## config.mk

```make
export PLATFORM = sky130hd
export DESIGN_NAME = modbus_uart_rx_flat
export DESIGN_NICKNAME = d
export VERILOG_FILES = /design/src/rtl/modbus_uart_rx_if.sv /design/src/rtl/modbus_uart_rx.sv /design/src/flat_wrapper.sv
export SDC_FILE = /design/constraint.sdc
export NUM_CORES = 1
export LEC_CHECK = 0
export BUFFER_PORTS_ARGS = -buffer_cell sky130_fd_sc_hd__buf_2
export CAP_MARGIN = 20
export CORE_MARGIN = 2
export CORE_UTILIZATION = 38
export DETAILED_ROUTE_END_ITERATION = 16
export GPL_ROUTABILITY_DRIVEN = 0
export PLACE_DENSITY_LB_ADDON = 0.08
export SLEW_MARGIN = 30
export SYNTH_ARGS = -nofsm -noshare
export SYNTH_HDL_FRONTEND = slang
export SYNTH_SLANG_ARGS = --single-unit
```

## constraint.sdc

```tcl
create_clock -name clk -period 2.7 [get_ports clk]
set_input_delay 0.54 -clock clk [delete_from_list [all_inputs] [get_ports clk]]
set_output_delay 0.54 -clock clk [all_outputs]
set_load 0.02 [all_outputs]
```

## src/rtl/modbus_uart_rx_if.sv

```systemverilog
// Character interface between the Modbus RTU serial receiver and its consumer.
//   rx           : raw RS-485 receive line (idle high)
//   dataIn       : [7:0] character, [8] first character after inter-frame silence
//   dataReceived : holding register valid
//   parityError  : held character had a parity or framing error
//   overflow     : a character was dropped while the holding register was full
//   silence      : line idle for at least the inter-frame silence time
//   receiveReq   : one-cycle pulse from the consumer releasing the holding register
interface modbus_uart_rx_if;
  logic       rx;
  logic [8:0] dataIn;
  logic       dataReceived;
  logic       parityError;
  logic       overflow;
  logic       silence;
  logic       receiveReq;

  // Receiver side
  modport master (
    input  rx,
    input  receiveReq,
    output dataIn,
    output dataReceived,
    output parityError,
    output overflow,
    output silence
  );

  // Line driver / consumer side
  modport slave (
    output rx,
    output receiveReq,
    input  dataIn,
    input  dataReceived,
    input  parityError,
    input  overflow,
    input  silence
  );
endinterface

```

## src/rtl/modbus_uart_rx.sv

```systemverilog
// Modbus RTU serial receiver: deserialises the RX line into 8-bit characters with
// optional parity, flags the first character after the 3.5-character silence and
// holds one character until the consumer releases it with receiveReq.
//   clk  : clock, all logic on rising edge
//   rst  : asynchronous active-high reset
//   bus  : modbus_uart_rx_if.master (rx, receiveReq in; dataIn, dataReceived,
//          parityError, overflow, silence out)
module modbus_uart_rx #(
  parameter int unsigned BAUD_DIV     = 868,
  parameter int unsigned PARITY       = 2,
  parameter int unsigned SILENCE_BITS = 39
) (
  input  logic             clk,
  input  logic             rst,
  modbus_uart_rx_if.master bus
);

  localparam int unsigned HALF_DIV = BAUD_DIV / 2;
  localparam int unsigned CNT_W    = $clog2(BAUD_DIV);
  localparam int unsigned SIL_MAX  = SILENCE_BITS * BAUD_DIV;
  localparam int unsigned SIL_W    = $clog2(SIL_MAX + 1);
  localparam bit          PAR_EN   = (PARITY != 0);
  localparam bit          PAR_ODD  = (PARITY == 1);

  typedef enum logic [2:0] {
    S_IDLE,
    S_START,
    S_DATA,
    S_PARITY,
    S_STOP
  } state_e;

  state_e             state_q, state_d;
  logic               rx_meta_q, rxs_q, rxs_prev_q;
  logic [CNT_W-1:0]   baud_q, baud_d;
  logic [2:0]         bit_q, bit_d;
  logic [7:0]         shift_q, shift_d;
  logic               par_err_q, par_err_d;
  logic [SIL_W-1:0]   sil_cnt_q, sil_cnt_d;
  logic               silence_q, silence_d;
  logic               first_q, first_d;
  logic [8:0]         data_q, data_d;
  logic               dr_q, dr_d;
  logic               perr_q, perr_d;
  logic               ovf_q, ovf_d;
  logic               stop_sample;
  logic               start_entry;
  logic               baud_tick;
  logic               half_tick;

  // State registers; synchroniser resets to idle-high so reset release is not an edge
  always_ff @(posedge clk or posedge rst) begin
    if (rst) begin
      rx_meta_q  <= 1'b1;
      rxs_q      <= 1'b1;
      rxs_prev_q <= 1'b1;
      state_q    <= S_IDLE;
      baud_q     <= '0;
      bit_q      <= '0;
      shift_q    <= '0;
      par_err_q  <= 1'b0;
      sil_cnt_q  <= '0;
      silence_q  <= 1'b0;
      first_q    <= 1'b1;
      data_q     <= '0;
      dr_q       <= 1'b0;
      perr_q     <= 1'b0;
      ovf_q      <= 1'b0;
    end else begin
      rx_meta_q  <= bus.rx;
      rxs_q      <= rx_meta_q;
      rxs_prev_q <= rxs_q;
      state_q    <= state_d;
      baud_q     <= baud_d;
      bit_q      <= bit_d;
      shift_q    <= shift_d;
      par_err_q  <= par_err_d;
      sil_cnt_q  <= sil_cnt_d;
      silence_q  <= silence_d;
      first_q    <= first_d;
      data_q     <= data_d;
      dr_q       <= dr_d;
      perr_q     <= perr_d;
      ovf_q      <= ovf_d;
    end
  end

  assign baud_tick = (baud_q == CNT_W'(BAUD_DIV - 1));
  assign half_tick = (baud_q == CNT_W'(HALF_DIV));

  // Next-state: bit sequencing, silence timing and holding register
  always_comb begin
    state_d     = state_q;
    baud_d      = baud_q;
    bit_d       = bit_q;
    shift_d     = shift_q;
    par_err_d   = par_err_q;
    sil_cnt_d   = sil_cnt_q;
    first_d     = first_q;
    data_d      = data_q;
    dr_d        = dr_q;
    perr_d      = perr_q;
    ovf_d       = ovf_q;
    stop_sample = 1'b0;
    start_entry = 1'b0;

    case (state_q)
      S_IDLE: begin
        // Edge detect on the synchronised line also enforces "seen high" after a low stop bit
        if (rxs_prev_q && !rxs_q) begin
          state_d     = S_START;
          baud_d      = '0;
          bit_d       = '0;
          par_err_d   = 1'b0;
          start_entry = 1'b1;
        end
      end
      S_START: begin
        baud_d = baud_q + CNT_W'(1);
        if (half_tick) begin
          baud_d  = '0;
          state_d = rxs_q ? S_IDLE : S_DATA;
        end
      end
      S_DATA: begin
        baud_d = baud_q + CNT_W'(1);
        if (baud_tick) begin
          baud_d  = '0;
          shift_d = {rxs_q, shift_q[7:1]};
          bit_d   = bit_q + 3'd1;
          if (bit_q == 3'd7) begin
            state_d = PAR_EN ? S_PARITY : S_STOP;
          end
        end
      end
      S_PARITY: begin
        baud_d = baud_q + CNT_W'(1);
        if (baud_tick) begin
          baud_d    = '0;
          // Even: error when XOR of data+parity is 1; odd: error when it is 0
          par_err_d = (^shift_q) ^ rxs_q ^ PAR_ODD;
          state_d   = S_STOP;
        end
      end
      S_STOP: begin
        baud_d = baud_q + CNT_W'(1);
        if (baud_tick) begin
          baud_d      = '0;
          stop_sample = 1'b1;
          state_d     = S_IDLE;
        end
      end
      default: begin
        state_d = S_IDLE;
      end
    endcase

    // Inter-frame silence counter, saturating while the receiver sits in IDLE
    if (start_entry || stop_sample) begin
      sil_cnt_d = '0;
    end else if (state_q == S_IDLE && sil_cnt_q != SIL_W'(SIL_MAX)) begin
      sil_cnt_d = sil_cnt_q + SIL_W'(1);
    end
    silence_d = (sil_cnt_d == SIL_W'(SIL_MAX));

    if (stop_sample) begin
      first_d = 1'b0;
    end else if (silence_q) begin
      first_d = 1'b1;
    end

    // Holding register: a same-cycle request frees the slot for the new character
    if (stop_sample) begin
      if (!dr_q || bus.receiveReq) begin
        data_d = {first_q, shift_q};
        perr_d = par_err_q | ~rxs_q;
        dr_d   = 1'b1;
        ovf_d  = 1'b0;
      end else begin
        ovf_d  = 1'b1;
      end
    end else if (bus.receiveReq && dr_q) begin
      dr_d   = 1'b0;
      ovf_d  = 1'b0;
      perr_d = 1'b0;
    end
  end

  assign bus.dataIn       = data_q;
  assign bus.dataReceived = dr_q;
  assign bus.parityError  = perr_q;
  assign bus.overflow     = ovf_q;
  assign bus.silence      = silence_q;

endmodule

```

## src/flat_wrapper.sv

```systemverilog
// flat-port wrapper written by rule: the top's interface ports become plain ports
module modbus_uart_rx_flat 
#(
  parameter int unsigned BAUD_DIV     = 868,
  parameter int unsigned PARITY       = 2,
  parameter int unsigned SILENCE_BITS = 39
)
  (clk, rst, bus_rx, bus_receiveReq, bus_dataIn, bus_dataReceived, bus_parityError, bus_overflow, bus_silence);
  modbus_uart_rx_if bus_i ();
  input  logic clk;
  input  logic rst;
  input wire logic [$bits(bus_i.rx)-1:0] bus_rx;
  input wire logic [$bits(bus_i.receiveReq)-1:0] bus_receiveReq;
  output wire logic [$bits(bus_i.dataIn)-1:0] bus_dataIn;
  output wire logic [$bits(bus_i.dataReceived)-1:0] bus_dataReceived;
  output wire logic [$bits(bus_i.parityError)-1:0] bus_parityError;
  output wire logic [$bits(bus_i.overflow)-1:0] bus_overflow;
  output wire logic [$bits(bus_i.silence)-1:0] bus_silence;
  assign bus_i.rx = bus_rx;
  assign bus_i.receiveReq = bus_receiveReq;
  assign bus_dataIn = bus_i.dataIn;
  assign bus_dataReceived = bus_i.dataReceived;
  assign bus_parityError = bus_i.parityError;
  assign bus_overflow = bus_i.overflow;
  assign bus_silence = bus_i.silence;
  modbus_uart_rx #(.BAUD_DIV(BAUD_DIV), .PARITY(PARITY), .SILENCE_BITS(SILENCE_BITS)) u_core (.clk(clk), .rst(rst), .bus(bus_i));
endmodule
```

Yosys cells after proc, flatten, opt, wreduce, memory -nomap -nowiden
Cells that the tools add are included.
{"block": "classes", "bitwise": 3, "n_mux": 33, "n_addsub": 3, "eq_ne": 16, "reduce_logical": 22}
{"op": "2-to-1 mux 16 bit", "n": 2}
{"op": "2-to-1 mux 10 bit", "n": 3}
{"op": "one-hot mux 10 bit (3 select lines)", "n": 1}
{"op": "2-to-1 mux 3 bit", "n": 8}
{"op": "adder 16 x 1 -> 16 bit (second input constant)", "n": 1}
{"op": "equality test 16 bit (second input constant)", "n": 1}
{"op": "inequality test 16 bit (second input constant)", "n": 1}
{"op": "2-to-1 mux 1 bit", "n": 15}
{"op": "one-hot mux 3 bit (5 select lines)", "n": 1}
{"op": "inequality test 2 x 1 -> 1 bit (second input constant)", "n": 6}
{"op": "adder 10 x 1 -> 10 bit (second input constant)", "n": 1}
{"op": "equality test 10 bit (second input constant)", "n": 1}
{"op": "equality test 10 x 9 -> 1 bit (second input constant)", "n": 1}
{"op": "AND reduction 2 bit", "n": 4}
{"op": "nonzero test 2 bit", "n": 4}
{"op": "XOR reduction 8 bit", "n": 1}
{"op": "equality test 3 x 2 -> 1 bit (second input constant)", "n": 2}
{"op": "equality test 3 bit (second input constant)", "n": 2}
{"op": "one-hot mux 3 bit (2 select lines)", "n": 1}
{"op": "AND reduction 3 bit", "n": 2}
{"op": "AND reduction 6 bit", "n": 1}
{"op": "adder 3 x 1 -> 3 bit (second input constant)", "n": 1}
{"op": "equality test 3 x 1 -> 1 bit (second input constant)", "n": 1}
{"op": "logical AND 1 bit", "n": 3}
{"op": "11 further kinds", "n": 13}
{"block": "totals", "input_bits": 4, "regBits": 58, "wordCells": 92}

Logic depth before layout (Yosys ltp)
{"block": "logic_depth", "depth_word": 7, "ltp_mapped": 9, "ltp_nobuf": 8}

Worst setup path after synthesis
Ideal clock, no wire load.
{"block": "synth_path", "kind": "register to register", "startpoint": "register u_core.baud_q[0]", "endpoint": "register u_core.baud_q[3]", "setup_slack_ns": 0.599, "period_less_slack_ns": 2.101, "t_arrival_ns": 1.983, "t_required_ns": 2.582, "path_buffers": 0, "stages_incl_launch_ff": 9, "path_cell_list": "dfrtp_1 > inv_1 > ha_1 > or4b_1 > or4_4 > nand3b_4 > o221a_4 > o21bai_1 > a21o_1"}
{"block": "synth_via", "elab_chain_cells": 3}
{"item": "start, declared", "line_no": "modbus_uart_rx.sv:35", "source": "logic [CNT_W-1:0] baud_q, baud_d;"}
{"item": "start signal, assigned", "line_no": "modbus_uart_rx.sv:74", "source": "baud_q <= baud_d;"}
{"item": "adder 10 x 1 -> 10 bit (tied with other cells)"}
{"item": "2-to-1 mux 10 bit, on equally long branches"}
{"item": "one-hot mux 10 bit (3 select lines) *", "line_no": "modbus_uart_rx.sv:107", "source": "case (state_q)"}
Every way passes the cells marked *; elsewhere a longest branch is shown, timed or not.
A chain may end at the register's enable or synchronous reset.

Worst setup path in the final report
Ends and elaborated chain as after synthesis.

==> results by group <==
Clock tree
  – Clk slew on worst S/H paths: approximately 80 ps
  – # H-tree levels: 3
  – Hold-fix buffers at CTS: 0
  – Sink Count: 58
  – Clock Path Buffers: 2
  – Root Buffer: clkbuf_8
  – CTS tree: built
  – TritonCTS Buffers: 9
  – CTS resizes: 0
  – Post-CTS Setup Inserts: 0
  – Clock insertion delay at the later pin of the skew report: around 340 ps

Routing
  – Drt initial violations: just over 80
  – First-pass DRT Iterations: 6
  – Via count: 2092
  – Antenna Violating Nets Remaining: 0
  – Routed wire length: 5.800 mm
  – WL/cell: approximately 14 um
  – DRC errors left: 0
  – Via/cell ratio: 5.065

STA
  – Fin Setup TNS: 0 ps
  – Actual transition at the worst max-transition pin: about 600 ps
  – Setup Viol. Count Final: 0
  – Ratio of final minimum period to clock period: 0.8340
  – Max Clock Skew: between 10 and 15 ps
  – Final worst slack: about 450 ps
  – Final Hold Vio Count: 0
  – Post-route minimum period: roughly 2300 ps
  – Max Slew Vio Count: 0
  – Slew margin rel.: 0.5933
  – F_max: between 0.4 and 0.5 GHz
  – RSZ-0062 raised after global routing: no

Status
  – Status: finished, final reports clean

Floorplan
  – I/O pin total: 17
  – Starting Density: 0.3926
  – Row count: 32
  – Core footprint: between 0.007 and 0.008 sq mm
  – Die Footprint: roughly 0.0087 sq mm
  – Die Width: approximately 93 um
  – Chip height: about 93 um

Critical path
  – Family with the most delay on the worst path: simple AND/OR/NAND/NOR gates
  – Worst Setup SP: u_core.baud_q[0]
  – Arrival @ worst endpoint: 2490 ps
  – Crit-path slowest cell: or4_4
  – Flop2flop setup slack: ~450 ps
  – Worst path max stage delay: between 400 and 500 ps
  – Setup crit end kind: flip-flop
  – CP startpoint kind: flip-flop
  – Worst R2R Start: u_core.baud_q[0]
  – Max FO, Critical Path: 7
  – Setup CP Type: reg2reg
  – Buf/Inv on CP: 1
  – CP cell instances: inv_1 -> ha_1 -> or4b_1 -> or4_4 -> nand3b_4 -> o221a_4 -> o21bai_1 -> a21o_1
  – Required time of the critical path: just under 3000 ps

Global routing
  – First-pass GRT wire length: just over 10 mm
  – Grt ovf: 0
  – Initial antenna violation count: 0
  – Pin count of the biggest net entering global routing: 32
  – GRT Total Usage: 0.1485
  – Vias in the first global route: slightly above 2000

Pwr
  – Maximum VDD drop: roughly 0.26 mV
  – P per Cell Area: 613.8 mW/mm^2
  – Static leakage: about 0.0016 uW

Cells and area
  – Area Growth Syn to Fin: 13.07%
  – Diode count: 0
  – Fin nets: roughly 320
  – Final Instance Area: 0.003431 sq mm
  – Share of cells above drive strength 1: 0.2219

Flow run
  – Max cap viols: 0

Synthesis
  – Syn nets: about 300
  – Syn Area/Cell: approximately 11 sq um
  – Seq/Total Area, Yosys: 0.4800
  – Post-synth ARST share: 1.000
  – Flops & latches, synth: 58
  – EDFF count, synth: 0
  – Synth unique cells: between 50 and 60
  – Mapped Cells: 288
  – Top_reg_cell synth: dfrtp_1
  – Syn. warnings: 0
  – Syn Std Cell Area: just over 0.003 sq mm

Placed design
  – DP HPWL: between 4 and 5 mm
  – I/O Buffers: 16
  – DP Area: between 0.003 and 0.004 sq mm
  – Place WS: roughly 440 ps

Worst hold path
  – Worst hold path class: in2async
power breakdown:
part	total (uW)	internal [uW]	leakage (uW)	switching, uW
clock	803	474	0.000103	329
sequential	987	923	0.000787	63.4
combinational	316	131	0.000689	185
total	2110	1530	0.00158	577
per-layer routing:
layer	routed length [um]	global-route usage	vias up
met5	0	0	-
met4	74	0.05882	0
met3	178	0.04110	6
met2	2654	0.2278	32
met1	2892	0.1987	1008
li1	-	-	1046
per-stage QoR:
| stage | util | total power (uW) | hold WS, ps | std cells |
|---|---|---|---|---|
| after floorplan | - | 1241 | 345.2 | 288 |
| final | 0.4440 | 2106 | 278.4 | 413 |
| after CTS | 0.4440 | 2144 | 285.3 | 413 |
| after global placement | 0.4182 | 1321 | 346.2 | 397 |
| after global routing | 0.4440 | 2248 | 289.8 | 413 |
| after detailed placement | 0.4182 | 1325 | 352.5 | 397 |
kinds of logic (layout without fill, tap and decap cells):
logic type	count (synthesis)	count (layout)	synth area share
flip-flops	58	58	0.4800
adder cells (fa/ha/maj)	7	7	0.02886
multiplexers	21	21	0.07670
XOR/XNOR	28	28	0.08083
AND/OR/NAND/NOR	113	113	0.2157
buffers and inverters	24	47	0.03217
AO/OA/AOI/OAI	37	37	0.08577
sequential cells by signal, indices dropped and copies added, names as in the netlist, 3 cells and up:
name and cells:
u_core.baud_q 10, u_core.state_q 3, u_core.shift_q 8, u_core.sil_cnt_q 16, u_core.bus.dataIn 9, u_core.bit_q 3
final timing paths:
kind | endpoint | cells past startpoint
worst max register to register | u_core.baud_q[3] | 8
worst max-delay path | u_core.baud_q[3] | 8
worst min-delay path | u_core.bus.dataIn[2] | 2
min in group clk | u_core.rx_meta_q | 1
worst min register to register | u_core.rxs_q | 0
max in group asynchronous | u_core.baud_q[9] | 3
cell usage after synthesis (2+ instances only):
master	number	area share
a211oi_1	3	0.0074
a21o_1	3	0.0074
a21oi_1	7	0.012
a31oi_1	4	0.0082
and3_1	4	0.0082
and4_1	4	0.012
buf_2	6	0.0099
clkbuf_1	7	0.0087
dfrtp_1	54	0.45
dfstp_2	4	0.035
ha_1	7	0.029
inv_1	10	0.012
mux2_2	18	0.067
mux2i_1	3	0.0099
nand2_1	20	0.025
nand2b_1	6	0.012
nand3_1	10	0.016
nand4_1	4	0.0082
nor2_1	31	0.038
nor3_1	6	0.0099
nor3_4	2	0.011
nor3b_1	3	0.0074
nor4_1	4	0.0082
nor4b_1	3	0.0087
o21ai_0	8	0.013
o21bai_1	2	0.0049
or2_2	2	0.0041
xnor2_1	19	0.055
xor2_1	9	0.026
cells in the final DEF, fill, tap and decap left out, types with 3 or more instances in the layout:
| master | count |
|---|---|
| a211oi_1 | 3 |
| a21o_1 | 3 |
| a21oi_1 | 7 |
| a31oi_1 | 4 |
| and3_1 | 4 |
| and4_1 | 4 |
| buf_2 | 16 |
| buf_4 | 4 |
| clkbuf_8 | 11 |
| dfrtp_1 | 54 |
| dfstp_2 | 4 |
| ha_1 | 7 |
| inv_1 | 9 |
| mux2_2 | 18 |
| mux2i_1 | 3 |
| nand2_1 | 20 |
| nand2b_1 | 6 |
| nand3_1 | 10 |
| nand4_1 | 4 |
| nor2_1 | 31 |
| nor3_1 | 6 |
| nor3b_1 | 3 |
| nor4_1 | 4 |
| nor4b_1 | 3 |
| o21ai_0 | 8 |
| xnor2_1 | 19 |
| xor2_1 | 9 |
layout make-up:
type | instances | area [sq um]
Fill cell | 747 | 4297
Multi-Input combinational cell | 206 | 1480
Sequential cell | 58 | 1456
Clock buffer | 13 | 158.9
Timing Repair Buffer | 21 | 130.1
Tap cell | 102 | 127.6
Clock inverter | 3 | 40.04
Inverter | 10 | 37.54
No activity file was read; power rests on OpenSTA's default activity.
